`config.mk`:
```
export PLATFORM = sky130hd
export DESIGN_NAME = seq_alu_flat
export DESIGN_NICKNAME = d
export VERILOG_FILES = /design/src/rtl/seq_alu_if.sv /design/src/rtl/seq_alu.sv /design/src/flat_wrapper.sv
export SDC_FILE = /design/constraint.sdc
export NUM_CORES = 1
export LEC_CHECK = 0
export ABC_CLOCK_PERIOD_IN_PS = 800
export BUFFER_PORTS_ARGS = -buffer_cell sky130_fd_sc_hd__buf_2
export CELL_PAD_IN_SITES_DETAIL_PLACEMENT = 1
export CELL_PAD_IN_SITES_GLOBAL_PLACEMENT = 2
export CORE_UTILIZATION = 29
export CTS_CLUSTER_SIZE = 14
export DETAILED_ROUTE_END_ITERATION = 8
export PLACE_DENSITY_LB_ADDON = 0.1
export SLEW_MARGIN = 20
export SYNTH_ARGS = -nofsm -noshare
export SYNTH_HDL_FRONTEND = slang
export SYNTH_SLANG_ARGS = --single-unit
```
`constraint.sdc`:
```
create_clock -name clk -period 0.8 [get_ports clk]
set_clock_uncertainty 0.05 [all_clocks]
set_input_delay 0.16 -clock clk [delete_from_list [all_inputs] [get_ports clk]]
set_output_delay 0.16 -clock clk [all_outputs]
set_load 0.01 [all_outputs]
```
`src/rtl/seq_alu_if.sv`:
```
// seq_alu_if: request/operand and result/status bundle for seq_alu.
// The master side issues operations; the slave side is the ALU.
interface seq_alu_if #(
    parameter int DATA_WIDTH = 8,
    parameter int SEL_WIDTH  = 3
);
    logic                  startIn;
    logic [3:0]            funcIn;
    logic [DATA_WIDTH-1:0] fIn;
    logic [DATA_WIDTH-1:0] wIn;
    logic [SEL_WIDTH-1:0]  bitSel;
    logic                  cFlag;
    logic                  busyOut;
    logic                  doneOut;
    logic [DATA_WIDTH-1:0] resultOut;
    logic [DATA_WIDTH-1:0] resultHiOut;
    logic [2:0]            statusOut;

    modport master (
        output startIn, funcIn, fIn, wIn, bitSel, cFlag,
        input  busyOut, doneOut, resultOut, resultHiOut, statusOut
    );

    modport slave (
        input  startIn, funcIn, fIn, wIn, bitSel, cFlag,
        output busyOut, doneOut, resultOut, resultHiOut, statusOut
    );
endinterface

```
`src/rtl/seq_alu.sv`:
```
// seq_alu: PIC-style sequential ALU, single-cycle ops plus iterative MUL.
// Define SEQ_ALU_MUL_EN to build the MUL datapath and MUL_RUN state.
module seq_alu #(
    parameter int DATA_WIDTH = 8,
    parameter int SEL_WIDTH  = 3
) (
    input logic      clk,
    input logic      rst_n,
    seq_alu_if.slave bus
);
    localparam int W = DATA_WIDTH;

    localparam logic [3:0] F_ADD   = 4'd0;
    localparam logic [3:0] F_SUB   = 4'd1;
    localparam logic [3:0] F_AND   = 4'd2;
    localparam logic [3:0] F_IOR   = 4'd3;
    localparam logic [3:0] F_XOR   = 4'd4;
    localparam logic [3:0] F_COMF  = 4'd5;
    localparam logic [3:0] F_INCF  = 4'd6;
    localparam logic [3:0] F_DECF  = 4'd7;
    localparam logic [3:0] F_RLF   = 4'd8;
    localparam logic [3:0] F_RRF   = 4'd9;
    localparam logic [3:0] F_SWAPF = 4'd10;
    localparam logic [3:0] F_BCF   = 4'd11;
    localparam logic [3:0] F_BSF   = 4'd12;

    logic [W-1:0] res_q, res_d;
    logic [W-1:0] res_hi_q, res_hi_d;
    logic [2:0]   stat_q, stat_d;
    logic         done_q, done_d;
    logic         busy;
    logic         accept;

    logic [W-1:0] alu_res;
    logic [W:0]   alu_sum;
    logic [W-1:0] alu_mask;
    logic         alu_dc;
    logic         alu_c;
    logic         alu_def;

`ifdef SEQ_ALU_MUL_EN
    localparam logic [3:0] F_MUL = 4'd13;
    localparam logic [0:0] S_IDLE    = 1'b0;
    localparam logic [0:0] S_MUL_RUN = 1'b1;
    localparam logic [SEL_WIDTH:0] LAST = (SEL_WIDTH+1)'(W - 1);
    localparam logic [SEL_WIDTH:0] ONE  = (SEL_WIDTH+1)'(1);

    logic [0:0]         state_q, state_d;
    logic [W-1:0]       mcand_q, mcand_d;
    logic [W-1:0]       acc_hi_q, acc_hi_d;
    logic [W-1:0]       acc_lo_q, acc_lo_d;
    logic [SEL_WIDTH:0] cnt_q, cnt_d;
    logic [W:0]         psum;

    assign busy = (state_q == S_MUL_RUN);
`else
    assign busy = 1'b0;
`endif

    assign accept          = bus.startIn && !busy;
    assign bus.busyOut     = busy;
    assign bus.doneOut     = done_q;
    assign bus.resultOut   = res_q;
    assign bus.resultHiOut = res_hi_q;
    assign bus.statusOut   = stat_q;

    // Single-cycle function datapath; undefined codes yield all-ones
    always_comb begin
        alu_res  = '1;
        alu_sum  = '0;
        alu_dc   = 1'b0;
        alu_c    = 1'b0;
        alu_def  = 1'b1;
        alu_mask = {{(W-1){1'b0}}, 1'b1} << bus.bitSel;
        case (bus.funcIn)
            F_ADD: begin
                alu_sum = {1'b0, bus.fIn} + {1'b0, bus.wIn};
                alu_res = alu_sum[W-1:0];
                alu_c   = alu_sum[W];
                alu_dc  = bus.fIn[4] ^ bus.wIn[4] ^ alu_sum[4];
            end
            F_SUB: begin
                alu_sum = {1'b0, bus.fIn} + {1'b0, ~bus.wIn}
                        + {{W{1'b0}}, 1'b1};
                alu_res = alu_sum[W-1:0];
                alu_c   = alu_sum[W];
                alu_dc  = bus.fIn[4] ^ ~bus.wIn[4] ^ alu_sum[4];
            end
            F_AND:   alu_res = bus.fIn & bus.wIn;
            F_IOR:   alu_res = bus.fIn | bus.wIn;
            F_XOR:   alu_res = bus.fIn ^ bus.wIn;
            F_COMF:  alu_res = ~bus.fIn;
            F_INCF:  alu_res = bus.fIn + {{(W-1){1'b0}}, 1'b1};
            F_DECF:  alu_res = bus.fIn - {{(W-1){1'b0}}, 1'b1};
            F_RLF: begin
                alu_res = {bus.fIn[W-2:0], bus.cFlag};
                alu_c   = bus.fIn[W-1];
            end
            F_RRF: begin
                alu_res = {bus.cFlag, bus.fIn[W-1:1]};
                alu_c   = bus.fIn[0];
            end
            F_SWAPF: alu_res = {bus.fIn[W/2-1:0], bus.fIn[W-1:W/2]};
            F_BCF:   alu_res = bus.fIn & ~alu_mask;
            F_BSF:   alu_res = bus.fIn | alu_mask;
            default: alu_def = 1'b0;
        endcase
    end

    // Result capture, done pulse and shift-add MUL sequencing
    always_comb begin
        res_d    = res_q;
        res_hi_d = res_hi_q;
        stat_d   = stat_q;
        done_d   = 1'b0;
`ifdef SEQ_ALU_MUL_EN
        state_d  = state_q;
        mcand_d  = mcand_q;
        acc_hi_d = acc_hi_q;
        acc_lo_d = acc_lo_q;
        cnt_d    = cnt_q;
        psum     = {1'b0, acc_hi_q}
                 + (acc_lo_q[0] ? {1'b0, mcand_q} : '0);
        if (state_q == S_MUL_RUN) begin
            {acc_hi_d, acc_lo_d} = {psum, acc_lo_q[W-1:1]};
            cnt_d = cnt_q + ONE;
            if (cnt_q == LAST) begin
                state_d  = S_IDLE;
                res_d    = acc_lo_d;
                res_hi_d = acc_hi_d;
                stat_d   = {({acc_hi_d, acc_lo_d} == '0), 1'b0,
                            (acc_hi_d != '0)};
                done_d   = 1'b1;
            end
        end else if (accept && (bus.funcIn == F_MUL)) begin
            state_d  = S_MUL_RUN;
            mcand_d  = bus.fIn;
            acc_hi_d = '0;
            acc_lo_d = bus.wIn;
            cnt_d    = '0;
        end else
`endif
        if (accept) begin
            res_d    = alu_res;
            res_hi_d = '0;
            stat_d   = alu_def ? {(alu_res == '0), alu_dc, alu_c} : 3'b000;
            done_d   = 1'b1;
        end
    end

    // Output registers
    always_ff @(posedge clk or negedge rst_n) begin
        if (!rst_n) begin
            res_q    <= '0;
            res_hi_q <= '0;
            stat_q   <= '0;
            done_q   <= 1'b0;
        end else begin
            res_q    <= res_d;
            res_hi_q <= res_hi_d;
            stat_q   <= stat_d;
            done_q   <= done_d;
        end
    end

`ifdef SEQ_ALU_MUL_EN
    // Multiplier state; reset aborts any MUL in flight
    always_ff @(posedge clk or negedge rst_n) begin
        if (!rst_n) begin
            state_q  <= S_IDLE;
            mcand_q  <= '0;
            acc_hi_q <= '0;
            acc_lo_q <= '0;
            cnt_q    <= '0;
        end else begin
            state_q  <= state_d;
            mcand_q  <= mcand_d;
            acc_hi_q <= acc_hi_d;
            acc_lo_q <= acc_lo_d;
            cnt_q    <= cnt_d;
        end
    end
`endif
endmodule

```
`src/flat_wrapper.sv`:
```
// flat-port wrapper written by rule: the top's interface ports become plain ports
module seq_alu_flat 
#(
    parameter int DATA_WIDTH = 8,
    parameter int SEL_WIDTH  = 3
)
  (clk, rst_n, bus_startIn, bus_funcIn, bus_fIn, bus_wIn, bus_bitSel, bus_cFlag, bus_busyOut, bus_doneOut, bus_resultOut, bus_resultHiOut, bus_statusOut);
  seq_alu_if #(.DATA_WIDTH(DATA_WIDTH), .SEL_WIDTH(SEL_WIDTH)) bus_i ();
  input logic clk;
  input logic rst_n;
  input wire logic [$bits(bus_i.startIn)-1:0] bus_startIn;
  input wire logic [$bits(bus_i.funcIn)-1:0] bus_funcIn;
  input wire logic [$bits(bus_i.fIn)-1:0] bus_fIn;
  input wire logic [$bits(bus_i.wIn)-1:0] bus_wIn;
  input wire logic [$bits(bus_i.bitSel)-1:0] bus_bitSel;
  input wire logic [$bits(bus_i.cFlag)-1:0] bus_cFlag;
  output wire logic [$bits(bus_i.busyOut)-1:0] bus_busyOut;
  output wire logic [$bits(bus_i.doneOut)-1:0] bus_doneOut;
  output wire logic [$bits(bus_i.resultOut)-1:0] bus_resultOut;
  output wire logic [$bits(bus_i.resultHiOut)-1:0] bus_resultHiOut;
  output wire logic [$bits(bus_i.statusOut)-1:0] bus_statusOut;
  assign bus_i.startIn = bus_startIn;
  assign bus_i.funcIn = bus_funcIn;
  assign bus_i.fIn = bus_fIn;
  assign bus_i.wIn = bus_wIn;
  assign bus_i.bitSel = bus_bitSel;
  assign bus_i.cFlag = bus_cFlag;
  assign bus_busyOut = bus_i.busyOut;
  assign bus_doneOut = bus_i.doneOut;
  assign bus_resultOut = bus_i.resultOut;
  assign bus_resultHiOut = bus_i.resultHiOut;
  assign bus_statusOut = bus_i.statusOut;
  seq_alu #(.DATA_WIDTH(DATA_WIDTH), .SEL_WIDTH(SEL_WIDTH)) u_core (.clk(clk), .rst_n(rst_n), .bus(bus_i));
endmodule
```
==> results of run 1 <==
[sequential cells by signal, summed over array words and instances, names as in the netlist]
signal	cells
u_core.bus.resultOut	8
u_core.bus.statusOut	3
u_core.bus.doneOut	1
[cell usage after synthesis, types with 11 or more instances]
library cell  number  share of area [%]
ha_1              17                8.2
buf_4             11                3.2
a21oi_1           22                4.2
buf_2             13                2.5
nor2b_1           14                3.4
o21ai_0           27                5.2
nand2_1           14                2.0
clkbuf_1          13                1.9
inv_1             18                2.6
nand3_1           12                2.3
nor2_1            24                3.5
dfrtp_1           12                 12
[layer usage]
| metal | track usage [%] | part of all wire [%] | up-vias |
|---|---|---|---|
| met4 | 5.88 | 2.3 | 0 |
| met5 | 0 | 0 | - |
| met2 | 43.6 | 48 | 82 |
| met1 | 35.5 | 46 | 1649 |
| met3 | 3.13 | 3.7 | 16 |
| li1 | - | - | 1593 |
[final timing paths]
path,slack [ns],end,cells past startpoint
min reg2reg,0.42,u_core.bus.statusOut[1],1
min in group clk,0.27,u_core.bus.doneOut,2
max in group asynchronous,0.21,u_core.bus.resultOut[2],2
min,0.27,u_core.bus.resultOut[6],2
max reg2reg,-0.15,u_core.bus.statusOut[2],4
max,-1.21,u_core.bus.statusOut[2],11
[kinds of logic after synthesis]
| kind of cell | Yosys count | share of synthesized area (%) |
|---|---|---|
| multiplexers | 9 | 3.62 |
| other | 1 | 0.145 |
| AND/OR/NAND/NOR | 116 | 26.3 |
| flip-flops | 12 | 11.6 |
| XOR/XNOR | 11 | 3.72 |
| adder cells (fa/ha/maj) | 19 | 9.75 |
| AO/OA/AOI/OAI | 123 | 32.9 |
| buffers and inverters | 61 | 12.0 |
[per-stage QoR]
step	cell area, um2	hold WS, ns	total power [W]	cells
after CTS	4280	0.268	0.00396	600
after floorplan	2810	-0.186	0.00197	360
after global placement	3660	-0.000880	0.00292	570
after global routing	4440	0.265	0.00437	602
after detailed placement	3660	0.00752	0.00296	570
final	4440	0.273	0.00410	602
[cell usage in the layout (no fill, tap or decap), drive strengths merged, types with 4 or more instances in the layout]
cell type,n
buf,171
o21ai,30
nor2,24
a21oi,23
inv,18
ha,17
nor2b,15
nand2,14
dfrtp,12
nand3,12
conb,9
a22oi,9
o211ai,8
a31oi,8
xnor2,7
nand4,6
mux2i,6
nor3,6
nor4,5
and3,5
nand2b,5
a211oi,5
nor3b,5
xor2,4
o21a,4
[where the power goes]
group	internal (W)	switching (W)	total, W	leakage, nW
logic	0.00141	0.00141	0.00281	1.77
registers	0.000686	0.0000390	0.000725	0.140
clock network	0.000332	0.000227	0.000560	0.0216
[worst reg2reg max path: cells and delay by family (launching register included)]
family,cells,cell delay (ns)
AO/OA/AOI/OAI,1,0.07
buffers and inverters,3,0.32
flip-flops,1,0.39
[layout make-up]
cell class                 instances  area [um2]
timing repair buffer             173        1420
inverter                          19        82.6
tap                              108         135
sequential                        12         300
clock buffer                       3        41.3
fill                            1043        4240
multi-input combinational        287        2460
[repair_timing]
item                                   4_1_cts  5_1_grt
endpoints found under the hold margin       12        0
pin swaps                                   45       24
resized for setup                           88       30
setup endpoints to repair                   23       23
gates cloned                                 1        0
hold buffers                                 1        0
buffers inserted                            27        4
==> impl_metrics.toml, run 1 <==
[global_route]
grt_pass1_vias = 3323
antenna_found_initial = 0
gr-total-overflow = 0
grt_max_degree = 21
track_usage_pct = 26.1
grt_pass1_wl_um = 18200

[yosys]
synth_area_per_cell_um2 = 7.36
synth.distinct_cells = 73
ys_seq_elements = 12
synth_edf_count = 0
yosysSeqAreaShare_pct = 11.6
synthCells = 352
ys_warn_count = 0
syn_area_um2 = 2590
ys.flop_type = "dfrtp_1"
async_reset_ff_share_pct = 100

[floorplanning]
fp-row-count = 34
die_x_um = 96.5
core_area_um2 = 8680
start_util_pct = 29.9
dieHeight_um = 96.5
io-pin-count = 48
die-area_um2 = 9320

[layout]
drive_gt1_share_pct = 52.6
syn2layout_area_growth_pct = 71.3
n_antenna_cell = 0
fin_util_pct = 51.2
fin_nets = 542

[min_path]
hold_path_class = "primary input to asynchronous set/reset pin"

[worst_setup_path]
startpoint_type = "primary input"
crit-reg2reg-launch = "u_core.bus.statusOut[2]"
cp_max_fo = 3
critPathLaunch = "bus_fIn[0]"
cp_slowest_cell = "or4_4"
cp_cell_sequence = "buf_12 -> inv_6 -> ha_4 -> inv_2 -> fa_2 -> nand3_2 -> a31oi_2 -> or4_4 -> nor4_4 -> nand4_1 -> o32ai_2"
cp_slowest_stage_delay_ns = 0.54
crit_path_end_kind = "register"
arrival_ns = 2.12
critical_path_class = "primary input to register"
worstPathRequired_ns = 0.91
path_buf_inv = 3
path_delay_family = "simple AND/OR/NAND/NOR gates"

[timing]
max_freq_ghz = 0.497
setup_viol_count_final = 23
finalHoldViolations = 0
grt_setup_unrepaired = "true"
final.setup.worst_slack_ns = -1.21
fin_crit_ns = 2.01
period_share_pct = 252
report.final.slew_viol_count = 0
tns_ns = -13.02

[place]
globalplace.congestion = 0.868
io_buffer_count = 38
place_hpwl_um = 9000
place_ws_ns = -1.70

[power_and_ir_drop]
p_per_area_nw_per_um2 = 923
ir_drop_mv = 0.524
p_leak_nw = 1.93

[route]
drt_first_pass_iters = 4
drtIter0Drc = 123
antenna_left = 0
vias = 3340
viasPerCell = 5.55
wirelength_um = 11900
drc_errors = 0
wire_per_inst_um = 19.8

[clock_tree]
cts_tree = "done"
clk_pin_slew_ns = 0.05
clock_latency_ns = 0.24
cts_buffers = 3
h-tree-depth = 1
ctsRootBufferMaster = "clkbuf_8"
clock_sinks = 12
max-clock-path-buffers = 2

[run_status]
status = "finished, violations left"
violations = "negative setup slack"

[run]
cap_violations = 0
(Power assumes the default switching activity.)
==> run 2: changes to the inputs <==
--- a/config.mk
+++ b/config.mk
@@ -9,10 +9,12 @@
 export BUFFER_PORTS_ARGS = -buffer_cell sky130_fd_sc_hd__buf_2
 export CELL_PAD_IN_SITES_DETAIL_PLACEMENT = 1
 export CELL_PAD_IN_SITES_GLOBAL_PLACEMENT = 2
+export CORE_MARGIN = 1.5
 export CORE_UTILIZATION = 29
 export CTS_CLUSTER_SIZE = 14
 export DETAILED_ROUTE_END_ITERATION = 8
 export PLACE_DENSITY_LB_ADDON = 0.1
+export SKIP_LAST_GASP = 1
 export SLEW_MARGIN = 20
 export SYNTH_ARGS = -nofsm -noshare
 export SYNTH_HDL_FRONTEND = slang
==> impl_metrics.toml, run 2 (synthesis gave the netlist of run 1 again) <==
[place]
globalplace.congestion = 0.791
place_hpwl_um = 9080
placed_cells = 562
detailed_place.area_um2 = 3600
place_ws_ns = -1.76
io_buffer_count = 38

[worst_setup_path]
startpoint_type = "primary input"
worst_r2r_path_depth = 2
cp_max_fo = 3
reg2reg_slack_ns = -0.14
crit_path_end_kind = "register"
critical_path_class = "primary input to register"
arrival_ns = 2.16
worstPathRequired_ns = 0.90

[route]
antenna_left = 0
viasPerCell = 5.66
drtIter0Drc = 193
wire_per_inst_um = 20.4
vias = 3360
drt_first_pass_iters = 5
wirelength_um = 12100
drc_errors = 0

[layout]
layout_common_cells = "buf_4 (106), buf_2 (31), o21ai_0 (19)"
fin_nets = 534
syn2layout_area_growth_pct = 69.4
design_area_um2 = 4390
largest_reg_flops = 8
drive_gt1_share_pct = 52.1
final_common_cell = "buf_4"
n_antenna_cell = 0
instances_no_fill = 594
fill_cells = 1069

[clock_tree]
h-tree-depth = 1
clock_sinks = 12
ctsRootBufferMaster = "clkbuf_8"
cts_buffers = 3
clk_pin_slew_ns = 0.05
cts_tree = "done"
max-clock-path-buffers = 2
clock_latency_ns = 0.24

[global_route]
grt_pass1_wl_um = 18800
track_usage_pct = 24.6
met3_usage_pct = 1.80
grt_max_degree = 22
grt_pass1_vias = 3474
use_met2_pct = 42.6
grt-busiest-layer = "met2"
met1_usage_pct = 33.5
gr-total-overflow = 0
antenna_found_initial = 0

[power_and_ir_drop]
ir_drop_mv = 0.500
p_leak_nw = 1.87
p_per_area_nw_per_um2 = 940
finalPower_w = 0.00413

[run_status]
violations = "negative setup slack"
status = "finished, violations left"

[timing]
setup_viol_count_final = 23
period_share_pct = 258
report.final.slew_viol_count = 0
grt_setup_unrepaired = "true"
final.setup.worst_slack_ns = -1.27
finalHoldViolations = 0
holdWs_ns = 0.274
fin_crit_ns = 2.07
max_freq_ghz = 0.484

[floorplanning]
core_area_um2 = 8680
die-area_um2 = 9510
io-pin-count = 48
dieHeight_um = 97.5
fp-row-count = 34
start_util_pct = 29.9
die_x_um = 97.5

[min_path]
hold_path_class = "primary input to asynchronous set/reset pin"

[run]
cap_violations = 0
==> run 2: final cells by class <==
| cell class | count | area [um2] | share of cell area (%) |
|---|---|---|---|
| multi-input cells | 287 | 2480 | 56.5 |
| repair buffers | 165 | 1350 | 30.7 |
| flip-flops and latches | 12 | 300 | 6.84 |
| well taps | 108 | 135 | 3.08 |
| inverters | 19 | 83.8 | 1.91 |
| clock buffers | 3 | 41.3 | 0.940 |
==> run 2: worst paths after layout <==
check | from | endpoint
setup / recovery | bus_fIn[0] | u_core.bus.statusOut[2]
hold / removal | rst_n | u_core.bus.resultOut[2]
setup reg to reg | u_core.bus.resultOut[6] | u_core.bus.resultOut[6]
hold reg to reg | u_core.bus.statusOut[1] | u_core.bus.statusOut[1]
max in group asynchronous | rst_n | u_core.bus.statusOut[2]
min in group clk | bus_startIn | u_core.bus.doneOut
==> run 2: what timing repair did <==
| item | CTS | global route |
|---|---|---|
| pin swaps | 43 | 48 |
| gates resized for setup | 69 | 44 |
| setup endpoints to repair | 23 | 23 |
| buffers inserted | 19 | 14 |
| hold buffers | 1 | 0 |
| gates cloned | 0 | 1 |
| endpoints found under the hold margin | 12 | 0 |
==> run 2: through the flow <==
stage	utilization [%]	setup TNS, ns
global route	50.6	-14.51
floorplan	-	-10.59
CTS	46.9	-13.27
detailed placement	41.5	-15.48
global placement	41.5	-14.98
finish	50.6	-13.43
==> run 2: power by group <==
| group | switching (W) | internal [W] | total (W) |
|---|---|---|---|
| Sequential | 0.0000425 | 0.000686 | 0.000729 |
| Combinational | 0.00143 | 0.00141 | 0.00285 |
| Clock | 0.000222 | 0.000332 | 0.000553 |
| Total | 0.00170 | 0.00243 | 0.00413 |
==> run 2: critical path, cell delays in order <==
cell       delay, ns
buf_12          0.11
ha_4            0.16
fa_2            0.38
nor3b_4         0.16
a211oi_2        0.31
a2bb2oi_2       0.19
a22oi_2         0.07
a211oi_2        0.25
nand4_1         0.15
o32ai_2         0.22
==> run 2: layer usage <==
| layer | part of all wire (%) | wire length [um] |
|---|---|---|
| met5 | 0 | 0 |
| met4 | 2.2 | 269 |
| met3 | 3.5 | 430 |
| met2 | 48 | 5840 |
| met1 | 46 | 5600 |
